File: config.mk
export PLATFORM = sky130hd
export DESIGN_NAME = ultrasonido_disparo
export DESIGN_NICKNAME = d
export VERILOG_FILES = /design/src/rtl/ultrasonido_disparo_pkg.sv /design/src/rtl/ultrasonido_disparo_sincronizador_flanco.sv /design/src/rtl/ultrasonido_disparo.sv
export SDC_FILE = /design/constraint.sdc
export NUM_CORES = 1
export LEC_CHECK = 0
export ABC_AREA = 1
export BUFFER_PORTS_ARGS = -buffer_cell sky130_fd_sc_hd__buf_4
export CORE_MARGIN = 2
export CORE_UTILIZATION = 30
export CTS_CLUSTER_DIAMETER = 30
export DETAILED_ROUTE_END_ITERATION = 7
export GPL_TIMING_DRIVEN = 1
export MAX_ROUTING_LAYER = met4
export PLACE_DENSITY = 0.46
export SLEW_MARGIN = 25
export SYNTH_ARGS = -nofsm -noshare
export SYNTH_HDL_FRONTEND = slang
export SYNTH_SLANG_ARGS = --single-unit
File: constraint.sdc
create_clock -name clk -period 4.3 [get_ports clk]
set_input_delay 0.86 -clock clk [delete_from_list [all_inputs] [get_ports clk]]
set_output_delay 0.86 -clock clk [all_outputs]
set_load 0.02 [all_outputs]
File: src/rtl/ultrasonido_disparo_pkg.sv
// -----------------------------------------------------------------------------
// ultrasonido_disparo_pkg
//   Shared definitions for the ultrasonic ranging block:
//   - estado_t      : ranging FSM state encoding (IDLE..HOLDOFF)
//   - DEF_CNT_W     : default width of every cycle counter and of echo_width
//   - DEF_*_CYCLES  : sensor timing constants for a 50 MHz clock
// -----------------------------------------------------------------------------
package ultrasonido_disparo_pkg;

  typedef enum logic [2:0] {
    IDLE      = 3'd0,
    TRIG      = 3'd1,
    WAIT_RISE = 3'd2,
    MEASURE   = 3'd3,
    HOLDOFF   = 3'd4
  } estado_t;

  localparam int DEF_CNT_W          = 22;
  localparam int DEF_TRIG_CYCLES    = 500;      // 10 us trigger pulse
  localparam int DEF_PERIOD_CYCLES  = 3000000;  // 60 ms between triggers
  localparam int DEF_TIMEOUT_CYCLES = 1500000;  // 30 ms echo wait / max width
  localparam int DEF_NEAR_CYCLES    = 29000;    // ~10 cm presence threshold
  localparam int DEF_FAR_CYCLES     = 34800;    // ~12 cm release threshold

endpackage : ultrasonido_disparo_pkg

File: src/rtl/ultrasonido_disparo_sincronizador_flanco.sv
// -----------------------------------------------------------------------------
// sincronizador_flanco
//   Two-flop synchronizer for an asynchronous input followed by a registered
//   edge detector. Reusable by any sensor input path.
//
// Ports:
//   clk_i    in   system clock
//   rst_i    in   asynchronous active-high reset
//   async_i  in   raw asynchronous input
//   sync_o   out  synchronized level (second flop)
//   rise_o   out  one-cycle pulse on the first synchronized high cycle
//   fall_o   out  one-cycle pulse on the first synchronized low cycle
// -----------------------------------------------------------------------------
module sincronizador_flanco (
  input  logic clk_i,
  input  logic rst_i,
  input  logic async_i,
  output logic sync_o,
  output logic rise_o,
  output logic fall_o
);

  logic meta_q;
  logic sync_q;
  logic prev_q;

  always_ff @(posedge clk_i or posedge rst_i) begin
    if (rst_i) begin
      meta_q <= 1'b0;
      sync_q <= 1'b0;
      prev_q <= 1'b0;
    end else begin
      meta_q <= async_i;
      sync_q <= meta_q;
      prev_q <= sync_q;
    end
  end

  // Edges are decoded purely from flops, so the pulses are glitch-free and
  // coincide with the first cycle the synchronized level has changed.
  assign sync_o = sync_q;
  assign rise_o = sync_q & ~prev_q;
  assign fall_o = ~sync_q & prev_q;

endmodule : sincronizador_flanco

File: src/rtl/ultrasonido_disparo.sv
// -----------------------------------------------------------------------------
// ultrasonido_disparo
//   Ultrasonic ranging controller: emits the periodic trigger pulse, times the
//   returning echo in clk cycles, and publishes a presence level derived from
//   the measured width.
//
// Ports:
//   clk          in   system clock
//   reset        in   asynchronous active-high reset
//   enable       in   level, 1 = keep ranging
//   echo_in      in   raw echo pin (asynchronous)
//   trig_out     out  trigger pin to the sensor (registered)
//   echo_width   out  last measured echo width in clk cycles
//   width_valid  out  one-cycle strobe when echo_width updates
//   presente     out  object-near level
//   timeout_err  out  one-cycle strobe on missing or over-long echo
//   state_dbg    out  current FSM state, for observation only
//
// Handshake: width_valid and timeout_err are single-cycle strobes with no
// back-pressure; a consumer must sample them on the cycle they are high.
// echo_width and presente are levels that hold until the next update.
//
// Configuration macro: ULTRA_HISTERESIS_EN
//   defined   : presente sets below NEAR_CYCLES, clears above FAR_CYCLES,
//               widths in between leave it unchanged.
//   undefined : presente = (width < NEAR_CYCLES); FAR_CYCLES is ignored.
// -----------------------------------------------------------------------------
module ultrasonido_disparo
  import ultrasonido_disparo_pkg::*;
#(
  parameter int CNT_W          = DEF_CNT_W,
  parameter int TRIG_CYCLES    = DEF_TRIG_CYCLES,
  parameter int PERIOD_CYCLES  = DEF_PERIOD_CYCLES,
  parameter int TIMEOUT_CYCLES = DEF_TIMEOUT_CYCLES,
  parameter int NEAR_CYCLES    = DEF_NEAR_CYCLES,
  parameter int FAR_CYCLES     = DEF_FAR_CYCLES
) (
  input  logic             clk,
  input  logic             reset,
  input  logic             enable,
  input  logic             echo_in,
  output logic             trig_out,
  output logic [CNT_W-1:0] echo_width,
  output logic             width_valid,
  output logic             presente,
  output logic             timeout_err,
  output estado_t          state_dbg
);

  localparam logic [CNT_W-1:0] ONE_C        = CNT_W'(1);
  localparam logic [CNT_W-1:0] TRIG_LAST_C  = CNT_W'(TRIG_CYCLES - 1);
  localparam logic [CNT_W-1:0] PERIOD_MAX_C = CNT_W'(PERIOD_CYCLES - 1);
  localparam logic [CNT_W-1:0] TOUT_C       = CNT_W'(TIMEOUT_CYCLES);
  localparam logic [CNT_W-1:0] TOUT_LAST_C  = CNT_W'(TIMEOUT_CYCLES - 1);
  localparam logic [CNT_W-1:0] NEAR_C       = CNT_W'(NEAR_CYCLES);

`ifdef ULTRA_HISTERESIS_EN
  localparam bit HYST_C = 1'b1;
`else
  localparam bit HYST_C = 1'b0;
`endif

  // Release threshold. Without hysteresis it collapses to NEAR-1, so the
  // "hold" band between set and release is empty and the rule reduces to
  // a single comparison against NEAR_CYCLES.
  localparam logic [CNT_W-1:0] REL_C =
    HYST_C ? CNT_W'(FAR_CYCLES) : CNT_W'(NEAR_CYCLES - 1);

  // ---------------------------------------------------------------------------
  // Echo synchronization and edge detection
  // ---------------------------------------------------------------------------
  logic echo_s;
  logic echo_rise;
  logic echo_fall;

  sincronizador_flanco u_sync_echo (
    .clk_i   (clk),
    .rst_i   (reset),
    .async_i (echo_in),
    .sync_o  (echo_s),
    .rise_o  (echo_rise),
    .fall_o  (echo_fall)
  );

  // ---------------------------------------------------------------------------
  // State and datapath registers
  // ---------------------------------------------------------------------------
  estado_t          state_q,    state_d;
  logic [CNT_W-1:0] trig_cnt_q, trig_cnt_d;
  logic [CNT_W-1:0] period_q,   period_d;
  logic [CNT_W-1:0] tout_q,     tout_d;
  logic [CNT_W-1:0] width_q,    width_d;
  logic [CNT_W-1:0] echo_w_q,   echo_w_d;
  logic             trig_q,     trig_d;
  logic             valid_q,    valid_d;
  logic             terr_q,     terr_d;
  logic             pres_q,     pres_d;

  function automatic logic pres_next(input logic [CNT_W-1:0] w,
                                     input logic             cur);
    logic r;
    r = cur;
    if (w < NEAR_C) begin
      r = 1'b1;
    end else if (w > REL_C) begin
      r = 1'b0;
    end
    return r;
  endfunction

  always_ff @(posedge clk or posedge reset) begin
    if (reset) begin
      state_q    <= IDLE;
      trig_cnt_q <= '0;
      period_q   <= '0;
      tout_q     <= '0;
      width_q    <= '0;
      echo_w_q   <= '0;
      trig_q     <= 1'b0;
      valid_q    <= 1'b0;
      terr_q     <= 1'b0;
      pres_q     <= 1'b0;
    end else begin
      state_q    <= state_d;
      trig_cnt_q <= trig_cnt_d;
      period_q   <= period_d;
      tout_q     <= tout_d;
      width_q    <= width_d;
      echo_w_q   <= echo_w_d;
      trig_q     <= trig_d;
      valid_q    <= valid_d;
      terr_q     <= terr_d;
      pres_q     <= pres_d;
    end
  end

  // ---------------------------------------------------------------------------
  // Next-state and datapath logic
  // ---------------------------------------------------------------------------
  always_comb begin
    state_d    = state_q;
    trig_cnt_d = trig_cnt_q;
    width_d    = width_q;
    echo_w_d   = echo_w_q;
    pres_d     = pres_q;
    valid_d    = 1'b0;
    terr_d     = 1'b0;

    // Free-running saturating counters; both are cleared on every TRIG entry,
    // so they measure time since the current trigger started.
    period_d = (period_q < PERIOD_MAX_C) ? period_q + ONE_C : period_q;
    tout_d   = (tout_q < TOUT_C) ? tout_q + ONE_C : tout_q;

    unique case (state_q)
      IDLE: begin
        if (enable) begin
          state_d    = TRIG;
          period_d   = '0;
          tout_d     = '0;
          trig_cnt_d = '0;
        end
      end

      TRIG: begin
        trig_cnt_d = trig_cnt_q + ONE_C;
        if (trig_cnt_q >= TRIG_LAST_C) begin
          state_d = WAIT_RISE;
        end
      end

      WAIT_RISE: begin
        // Only a genuine low-to-high edge starts a measurement; a line that
        // was already high when the trigger ended never produces one here.
        if (echo_rise) begin
          state_d = MEASURE;
          width_d = ONE_C;
        end else if (tout_q >= TOUT_LAST_C) begin
          // Registered strobe lands exactly TIMEOUT_CYCLES after TRIG entry.
          state_d = HOLDOFF;
          terr_d  = 1'b1;
          pres_d  = 1'b0;
        end
      end

      MEASURE: begin
        if (echo_fall) begin
          state_d  = HOLDOFF;
          echo_w_d = width_q;
          valid_d  = 1'b1;
          pres_d   = pres_next(width_q, pres_q);
        end else if (width_q >= TOUT_C) begin
          state_d  = HOLDOFF;
          echo_w_d = TOUT_C;
          valid_d  = 1'b1;
          terr_d   = 1'b1;
          pres_d   = 1'b0;
        end else begin
          width_d = width_q + ONE_C;
        end
      end

      HOLDOFF: begin
        // Never re-trigger while the echo line is still high, even after the
        // period has elapsed, so a late echo cannot alias into the next shot.
        if ((period_q >= PERIOD_MAX_C) && !echo_s) begin
          if (enable) begin
            state_d    = TRIG;
            period_d   = '0;
            tout_d     = '0;
            trig_cnt_d = '0;
          end else begin
            state_d = IDLE;
          end
        end
      end

      default: begin
        state_d = IDLE;
      end
    endcase

    // Registered trigger: high for exactly the cycles spent in TRIG.
    trig_d = (state_d == TRIG);
  end

  assign trig_out    = trig_q;
  assign echo_width  = echo_w_q;
  assign width_valid = valid_q;
  assign presente    = pres_q;
  assign timeout_err = terr_q;
  assign state_dbg   = state_q;

endmodule : ultrasonido_disparo

**After elaboration in Yosys (flattened, before gate mapping)**

Cells that the tools add are included.
Widths: inputs -> output; s select.

- Output and inout port bits: 29
- Bits of input ports: 4
- Logic and storage cells: 92
- Flip-flop bits (word level): 120

- Bitwise operators: 4
- Multiplexer cells: 40
- Add/sub/neg operators: 4
- Equality and inequality tests: 13
- Magnitude comparators: 8
- Reductions and logical operators: 10

Operators by type and width:

| operator | number |
|---|---|
| $mux 22 | 13 |
| $pmux 22 s2 | 3 |
| $add 22x1->22 const B | 4 |
| $pmux 22 s3 | 1 |
| $ge 22x21->1 const B | 2 |
| $ge 22x22->1 const B | 1 |
| $ge 22x9->1 const B | 1 |
| $gt 22x15->1 const B | 1 |
| $lt 22x15->1 const B | 1 |
| $lt 22x21->1 const B | 1 |
| $lt 22x22->1 const B | 1 |
| $mux 3 | 7 |
| $pmux 3 s5 | 1 |
| $mux 1 | 13 |
| $ne 2x2->1 const B | 6 |
| $eq 3x1->1 const B | 2 |
| $eq 3x2->1 const B | 2 |
| $reduce_and 5->1 | 1 |
| $ne 4x4->1 const B | 1 |
| $pmux 1 s2 | 2 |
| $reduce_and 2->1 | 2 |
| $reduce_and 4->1 | 1 |
| $reduce_bool 2->1 | 2 |
| $eq 3x3->1 const B | 1 |
| 7 further kinds | 9 |

**Logic depth before layout (Yosys ltp)**

Gate-level depths: netlist (run 1).

- Depth in word-level cells: 5
- Depth in mapped cells: 13
- Gate-level depth less buffers: 12

**By module**

A second synthesis (run 1) with hierarchy kept.

- Cell total of the unflattened synthesis: 970
- Area total of the unflattened synthesis: 7049.3 um2

Modules (own cells, without submodules):

| module | area an instance (um2) | sequential area each (um2) | cells an instance | times used |
|---|---|---|---|---|
| ultrasonido_disparo | 6955.4 | 2927.8 | 962 | 1 |
| sincronizador_flanco | 93.8 | 75.1 | 8 | 1 |

**Worst setup path before layout (run 1)**

OpenSTA, ideal clock, no wires.

- Path kind: in2reg
- Start: input port enable
- End: register trig_cnt_q[9]
- Path slack: 2.669 ns
- Setup time: 0.132 ns
- Arrival: 1.499 ns
- Data required time: 4.168 ns
- Stages on the path: 6
- Buffers on the path: 1
- Cells stage by stage: inv_1 nor2_1 o21ai_2 buf_6 nand2_1 o21ai_1

- Word-level cells in the longest chain between the ends: 3

Ends and longest elaborated chain:

| what | line | source |
|---|---|---|
| from (decl) | ultrasonido_disparo.sv:40 | `input logic enable,` |
| $mux 22 * | - |  |
| $mux 22 | - |  |
| $pmux 22 s3 * | - |  |
| to (signal assigned) | ultrasonido_disparo.sv:125 | `trig_cnt_q <= trig_cnt_d;` |
| to (decl) | ultrasonido_disparo.sv:89 | `logic [CNT_W-1:0] trig_cnt_q, trig_cnt_d;` |

Every way passes the cells marked *; elsewhere a longest branch is shown, timed or not. The select of a mux whose other input is x is not followed.
A chain may end at the register's enable or synchronous reset.

**Final worst setup path (run 1)**

- Start: register state_q[2] (netlist: state_dbg[2])
- End: register echo_w_q[3] (netlist: echo_width[3])

- Word-level cells in the longest chain between the ends: 2

Ends and longest elaborated chain:

| what | line | source |
|---|---|---|
| from (decl) | ultrasonido_disparo.sv:88 | `estado_t state_q, state_d;` |
| from (signal assigned) | ultrasonido_disparo.sv:124 | `state_q <= state_d;` |
| $eq 3x2->1 | ultrasonido_disparo.sv:154 | `unique case (state_q)` |
| $reduce_and 2->1 (no line) | - |  |
| to (signal assigned) | ultrasonido_disparo.sv:129 | `echo_w_q <= echo_w_d;` |
| to (decl) | ultrasonido_disparo.sv:93 | `logic [CNT_W-1:0] echo_w_q, echo_w_d;` |

No other way between the ends.

==> results of run 1 <==
==> registers in the layout (all words and copies together), names as in the netlist <==
signal              cells
echo_width             22
period_q               22
presente                1
state_dbg               3
timeout_err             1
tout_q                 22
trig_cnt_q             22
trig_out                1
u_sync_echo.meta_q      1
u_sync_echo.prev_q      1
u_sync_echo.sync_o      1
width_q                22
width_valid             1
==> layout make-up <==
cell class	instances	share of cell area (%)
multi-input combinational	700	42.49
inverter	102	4.930
sequential	120	37.56
timing repair buffer	35	3.286
clock buffer	20	5.712
tap	285	4.460
clock inverter	11	1.565
==> layer usage <==
| metal | track usage, % | routed length [µm] | vias to the layer above |
|---|---|---|---|
| met3 | 3.046 | 535 | 25 |
| met4 | 4.543 | 223 | 0 |
| li1 | - | - | 3118 |
| met5 | - | 0 | - |
| met2 | 24.84 | 8133 | 98 |
| met1 | 22.23 | 9186 | 2866 |
==> power groups by stage <==
stage          clock network [mW]  registers, mW  logic, mW
6_report                     1.41           1.59       1.02
5_1_grt                      1.50           1.62       1.20
4_1_cts                      1.45           1.59       1.05
3_5_place_dp                    0           1.61       1.04
3_3_place_gp                    0           1.61       1.03
2_1_floorplan                   0           1.56      0.846
==> synthesized netlist by cell type (3+ instances only) <==
master and n:
clkbuf_1 4, nor2_2 9, nand3_1 65, inv_1 92, nand3_2 3, o211ai_1 4, o21ai_0 54, o21ai_1 21
inv_2 4, buf_2 5, nand2_1 238, dfrtp_1 120, clkinv_1 3, xnor2_1 13, nor4_1 8, buf_6 8
ha_1 4, nor3_1 22, nor3_2 3, a21oi_1 22, or2_2 3, xor2_1 32, nand4_1 36, nand2_2 6
buf_4 3, nor2_1 144
==> per-stage QoR <==
stage                     util (%)  cells  worst slack, ns  total power [mW]  cell area (µm²)
after floorplan                  -    945           0.2542             2.403             6955
after global placement       32.64   1242            1.956             2.642             7413
after detailed placement     32.64   1242            1.885             2.649             7413
after CTS                    35.21   1273            1.875             4.088             7995
after global routing         35.21   1273            1.696             4.326             7995
final                        35.21   1273            1.911             4.026             7995
==> cell families (layout without fill, tap and decap cells) <==
kind of cell / count (synthesis) / in the layout / share of synthesized area [%]
XOR/XNOR: 45 / 45 / 5.667
adder cells (fa/ha/maj): 4 / 4 / 0.7196
AO/OA/AOI/OAI: 106 / 106 / 7.969
flip-flops: 120 / 120 / 43.17
AND/OR/NAND/NOR: 545 / 545 / 34.48
buffers and inverters: 125 / 168 / 7.987
==> how the worst max path moves through the flow <==
stage,from,end,slack (ns)
6_report,state_dbg[2],echo_width[3],1.91
5_1_grt,state_dbg[1],echo_width[0],1.70
4_1_cts,state_dbg[2],echo_width[16],1.88
3_5_place_dp,state_dbg[2],echo_width[16],1.88
3_3_place_gp,state_dbg[1],presente,1.96
2_1_floorplan,reset,echo_width[0],0.25
==> results.ini, run 1 <==
[route]
post-route-drc-count=0
vias_per_cell=4.797
drtPass1Iterations=5
vias=6107
ant_nets=0
drt_iter0_drc=461
routed_wl_mm=18.08
wire_per_inst_um=14.20

[cts]
clock_latency_ns=0.43
post_cts_buffers=0
clock-sinks=120
clkTransAtPathRegs_ns=0.06
htree_levels=4
cts_resized=0
cts_buffer_depth=2
cts_hold_buffers=0
root_buffer=clkbuf_16
cts_tree=built
numCtsBuffers=17

[worst_setup_path]
r2r_start=state_dbg[2]
path_class=reg2reg
crit_chain=nor2_1 > nand2_1 > inv_1 > nand2_1 > nand2_1 > inv_2 > nand2_1 > o21ai_0
reg2regPathDepth=8
worst-path-stages=8
cp_top_family=simple AND/OR/NAND/NOR gates
crit_path_start_kind=register
cp.required_ns=4.60
slowest_delay_ns=0.48
cp_num_buf_inv=2
slowest_stage=inv_1
worstPathMaxFanout=14
r2r-end=echo_width[3]
r2r_setup_slack_ns=1.91
cp_data_arrival_time_ns=2.69
cpMostUsedCell=nand2_1
end_kind=register

[synthesis]
yosysTopAreaCellShare_pct=43.17
async_reset_ff_share_pct=100.0
synth.area.top_cells=dfrtp_1 (43%), nand2_1 (13%), nor2_1 (7.8%)
synth_nets=953
synth-edff-count=0
netlist_area_um2=6955
synth_seq_cells=120
synth_top_cell_by_area=dfrtp_1
synth_cell_type_count=39
syn_inst=945
yosysWarnings=0
yosysSeqAreaShare_pct=43.17
yosys_most_used_dff=dfrtp_1
avgSynthCellArea_um2=7.360

[pwr]
pwr-share-seq_pct=39.5
clkPwrFrac_pct=35.0
switchingPower_mw=1.448
switching_share_pct=35.95
combPwrFrac_pct=25.5
p_int_mw=2.579
cellLeakagePower_nw=3.584
power_density_nw_per_um2=503.6
ir_drop_uv=240.1

[die]
die-area_um2=24420
ios=33
start_util_pct=30.63
core.rowCount=55
die_x_um=156.3
die_y_um=156.3
coreArea_um2=22710

[global_routing]
grt_max_degree=69
grt_pass1_wl_mm=30.88
grt_overflow=0
antenna_found_initial=0
track_usage_pct=16.30
grt_pass1_vias=5961

[layout]
nets=984
layout_common_cells=nand2_1 (238), nor2_1 (144), dfrtp_1 (120), inv_1 (91), nand3_1 (65)
multi_input_area_um2=3397
seq_area_um2=3003
mostFrequentLayoutCell=nand2_1
drive_gt1_share_pct=10.43
fill_cells=2428
antenna_cells=0
area_delta_synth_final_pct=14.95

[sta]
slew_headroom_pct=38.53
worst_pin_slew_ns=0.9219
fmax_mhz=418.5
hold_viol=0
fin_setup_tns_ns=0
period_minus_slack_ns=2.389
drv_slew=0
hold_ws_ns=0.3723
setup_viol=0
fin_worst_skew_ns=0.01686
period_share_pct=55.57
rsz0062_at_grt=false

[job]
maxCapViolCount=0

[placement]
gp_congestion=0.9424
hpwlAfterDp_mm=12.96
port_buffers=32

[hold_path]
min_to=u_sync_echo.sync_o
hold_path.class=reg2reg
holdPathStages=0
min_from=u_sync_echo.meta_q

[status]
status=complete, no violations

No activity file was read; power rests on OpenSTA's default activity.
==> inputs of run 2 (changes only) <==
==> constraint.sdc (replaced) <==
create_clock -name clk -period 2.1 [get_ports clk]
set_input_delay 0.42 -clock clk [delete_from_list [all_inputs] [get_ports clk]]
set_output_delay 0.42 -clock clk [all_outputs]
set_load 0.02 [all_outputs]
==> results.ini, run 2 (same netlist as run 1, synthesis figures left out) <==
[status]
status=complete, no violations

[global_routing]
grt_pass1_wl_mm=30.95  ; +0.25%
track_usage_pct=16.34  ; +0.044 points
antenna_found_initial=0  ; unchanged
grt_max_degree=67  ; -2.9%
grt_pass1_vias=6058  ; +1.6%
grt_overflow=0  ; unchanged

[die]
ios=33  ; unchanged
core.rowCount=55  ; unchanged
coreArea_um2=22710  ; unchanged
start_util_pct=30.63  ; unchanged
die_x_um=156.3  ; unchanged
die-area_um2=24420  ; unchanged
die_y_um=156.3  ; unchanged

[hold_path]
min_to=u_sync_echo.meta_q
holdPathStages=1  ; +1
min_from=echo_in
hold_path.class=in2reg

[route]
post-route-drc-count=0  ; unchanged
wire_per_inst_um=13.99  ; -1.5%
vias=6076  ; -0.51%
routed_wl_mm=18.10  ; +0.11%
vias_per_cell=4.696  ; -2.1%
drt_iter0_drc=300  ; -35%
ant_nets=0  ; unchanged
drtPass1Iterations=5  ; unchanged

[layout]
drive_gt1_share_pct=12.39  ; +2.0 points
mostFrequentLayoutCell=nand2_1
area_delta_synth_final_pct=17.67
antenna_cells=0  ; unchanged
layout_common_cells=nand2_1 (238), nor2_1 (144), dfrtp_1 (120), inv_1 (90), nand3_1 (65)
fill_cells=2415  ; -0.54%
nets=1004  ; +2.0%

[worst_setup_path]
worstSetupStartpoint=period_q[0]
crit_path_start_kind=register
cp.required_ns=2.41  ; -2.19 ns
end_kind=register
r2r_start=period_q[0]
r2r-end=period_q[14]
worstPathMaxFanout=13  ; -1
r2r_setup_slack_ns=0.23  ; -1.68 ns
reg2regPathDepth=10  ; +2
cp_data_arrival_time_ns=2.18  ; -0.51 ns
path_class=reg2reg

[sta]
slew_headroom_pct=65.67  ; +27 points
fin_worst_skew_ns=0.01083  ; -0.006026 ns
fmax_mhz=533.5  ; +27%
fin_setup_tns_ns=0  ; unchanged
setup_slack_ns=0.2257  ; -1.685 ns
period_minus_slack_ns=1.874  ; -0.5151 ns
period_share_pct=89.25  ; +34 points
drv_slew=0  ; unchanged
hold_viol=0  ; unchanged
rsz0062_at_grt=false
worst_pin_slew_ns=0.5102  ; -0.4117 ns
setup_viol=0  ; unchanged

[cts]
post_cts_buffers=0  ; unchanged
clock_latency_ns=0.42  ; about the same
clkTransAtPathRegs_ns=0.06  ; about the same
root_buffer=clkbuf_16
cts_buffer_depth=2  ; unchanged
clock-sinks=120  ; unchanged
numCtsBuffers=17  ; unchanged
cts_tree=built
htree_levels=4  ; unchanged

[pwr]
cellLeakagePower_nw=3.682  ; +2.7%
power_mw=8.269  ; +110%
power_density_nw_per_um2=1010  ; +100%
ir_drop_uv=534.1  ; +120%

[placement]
post-place-ws_ns=0.1459  ; -1.739 ns
gp_congestion=0.8479  ; -10%
hpwlAfterDp_mm=13.23  ; +2.1%
port_buffers=32  ; unchanged

[job]
maxCapViolCount=0  ; unchanged

[run 2: critical path, stage by stage (launching register included)]
cell	delay (ns)
dfrtp_1	0.44
ha_1	0.29
nand2_2	0.11
clkinv_2	0.08
nand2_1	0.07
nor2_2	0.04
nor2_2	0.11
buf_4	0.20
nand4_1	0.16
o21ai_0	0.20
nor2_1	0.06
[run 2: routing by layer]
metal	vias up	global-route usage, %	part of all wire [%]
li1	3160	-	-
met1	2830	21.15	49
met2	68	26.39	48
met3	18	2.686	2.1
met4	0	4.893	1.2
met5	-	-	0
[run 2: cell type report]
cell class,instances,area [µm²],area share [%]
well taps,285,356.6,4.357
inverters,102,395.4,4.831
clock inverters,13,121.4,1.483
multi-input cells,700,3400,41.54
flip-flops and latches,120,3003,36.69
clock buffers,19,442.9,5.412
repair buffers,55,465.4,5.687
[run 2: worst max path at each step]
| stage | to | slack, ns | cells past startpoint |
|---|---|---|---|
| 2_1_floorplan | echo_width[0] | 0.21 | 1 |
| 3_3_place_gp | width_q[14] | 0.13 | 10 |
| 3_5_place_dp | width_q[14] | 0.15 | 10 |
| 4_1_cts | width_q[14] | 0.12 | 10 |
| 5_1_grt | width_q[14] | 0.02 | 10 |
| 6_report | period_q[14] | 0.23 | 10 |
[run 2: through the flow]
step	hold WS, ns	instance area, µm²	cells	util, %
5_1_grt	0.08686	8184	1294	36.04
6_report	0.1026	8184	1294	36.04
2_1_floorplan	0.3312	6959	945	-
3_3_place_gp	0.3298	7605	1261	33.49
3_5_place_dp	0.3294	7605	1261	33.49
4_1_cts	0.08582	8179	1294	36.02
[run 2: repair_timing]
| item | 4_1_cts | 5_1_grt |
|---|---|---|
| endpoints found under the setup margin | 0 | 2 |
| gates resized for setup | 0 | 3 |
| hold endpoints to repair | 1 | 0 |
| hold buffers | 1 | 0 |
[run 2: power breakdown]
part	internal (mW)	switching [mW]	leakage, nW
registers	2.75	0.517	1.59
clock network	1.67	1.13	0.262
logic	0.820	1.39	1.83
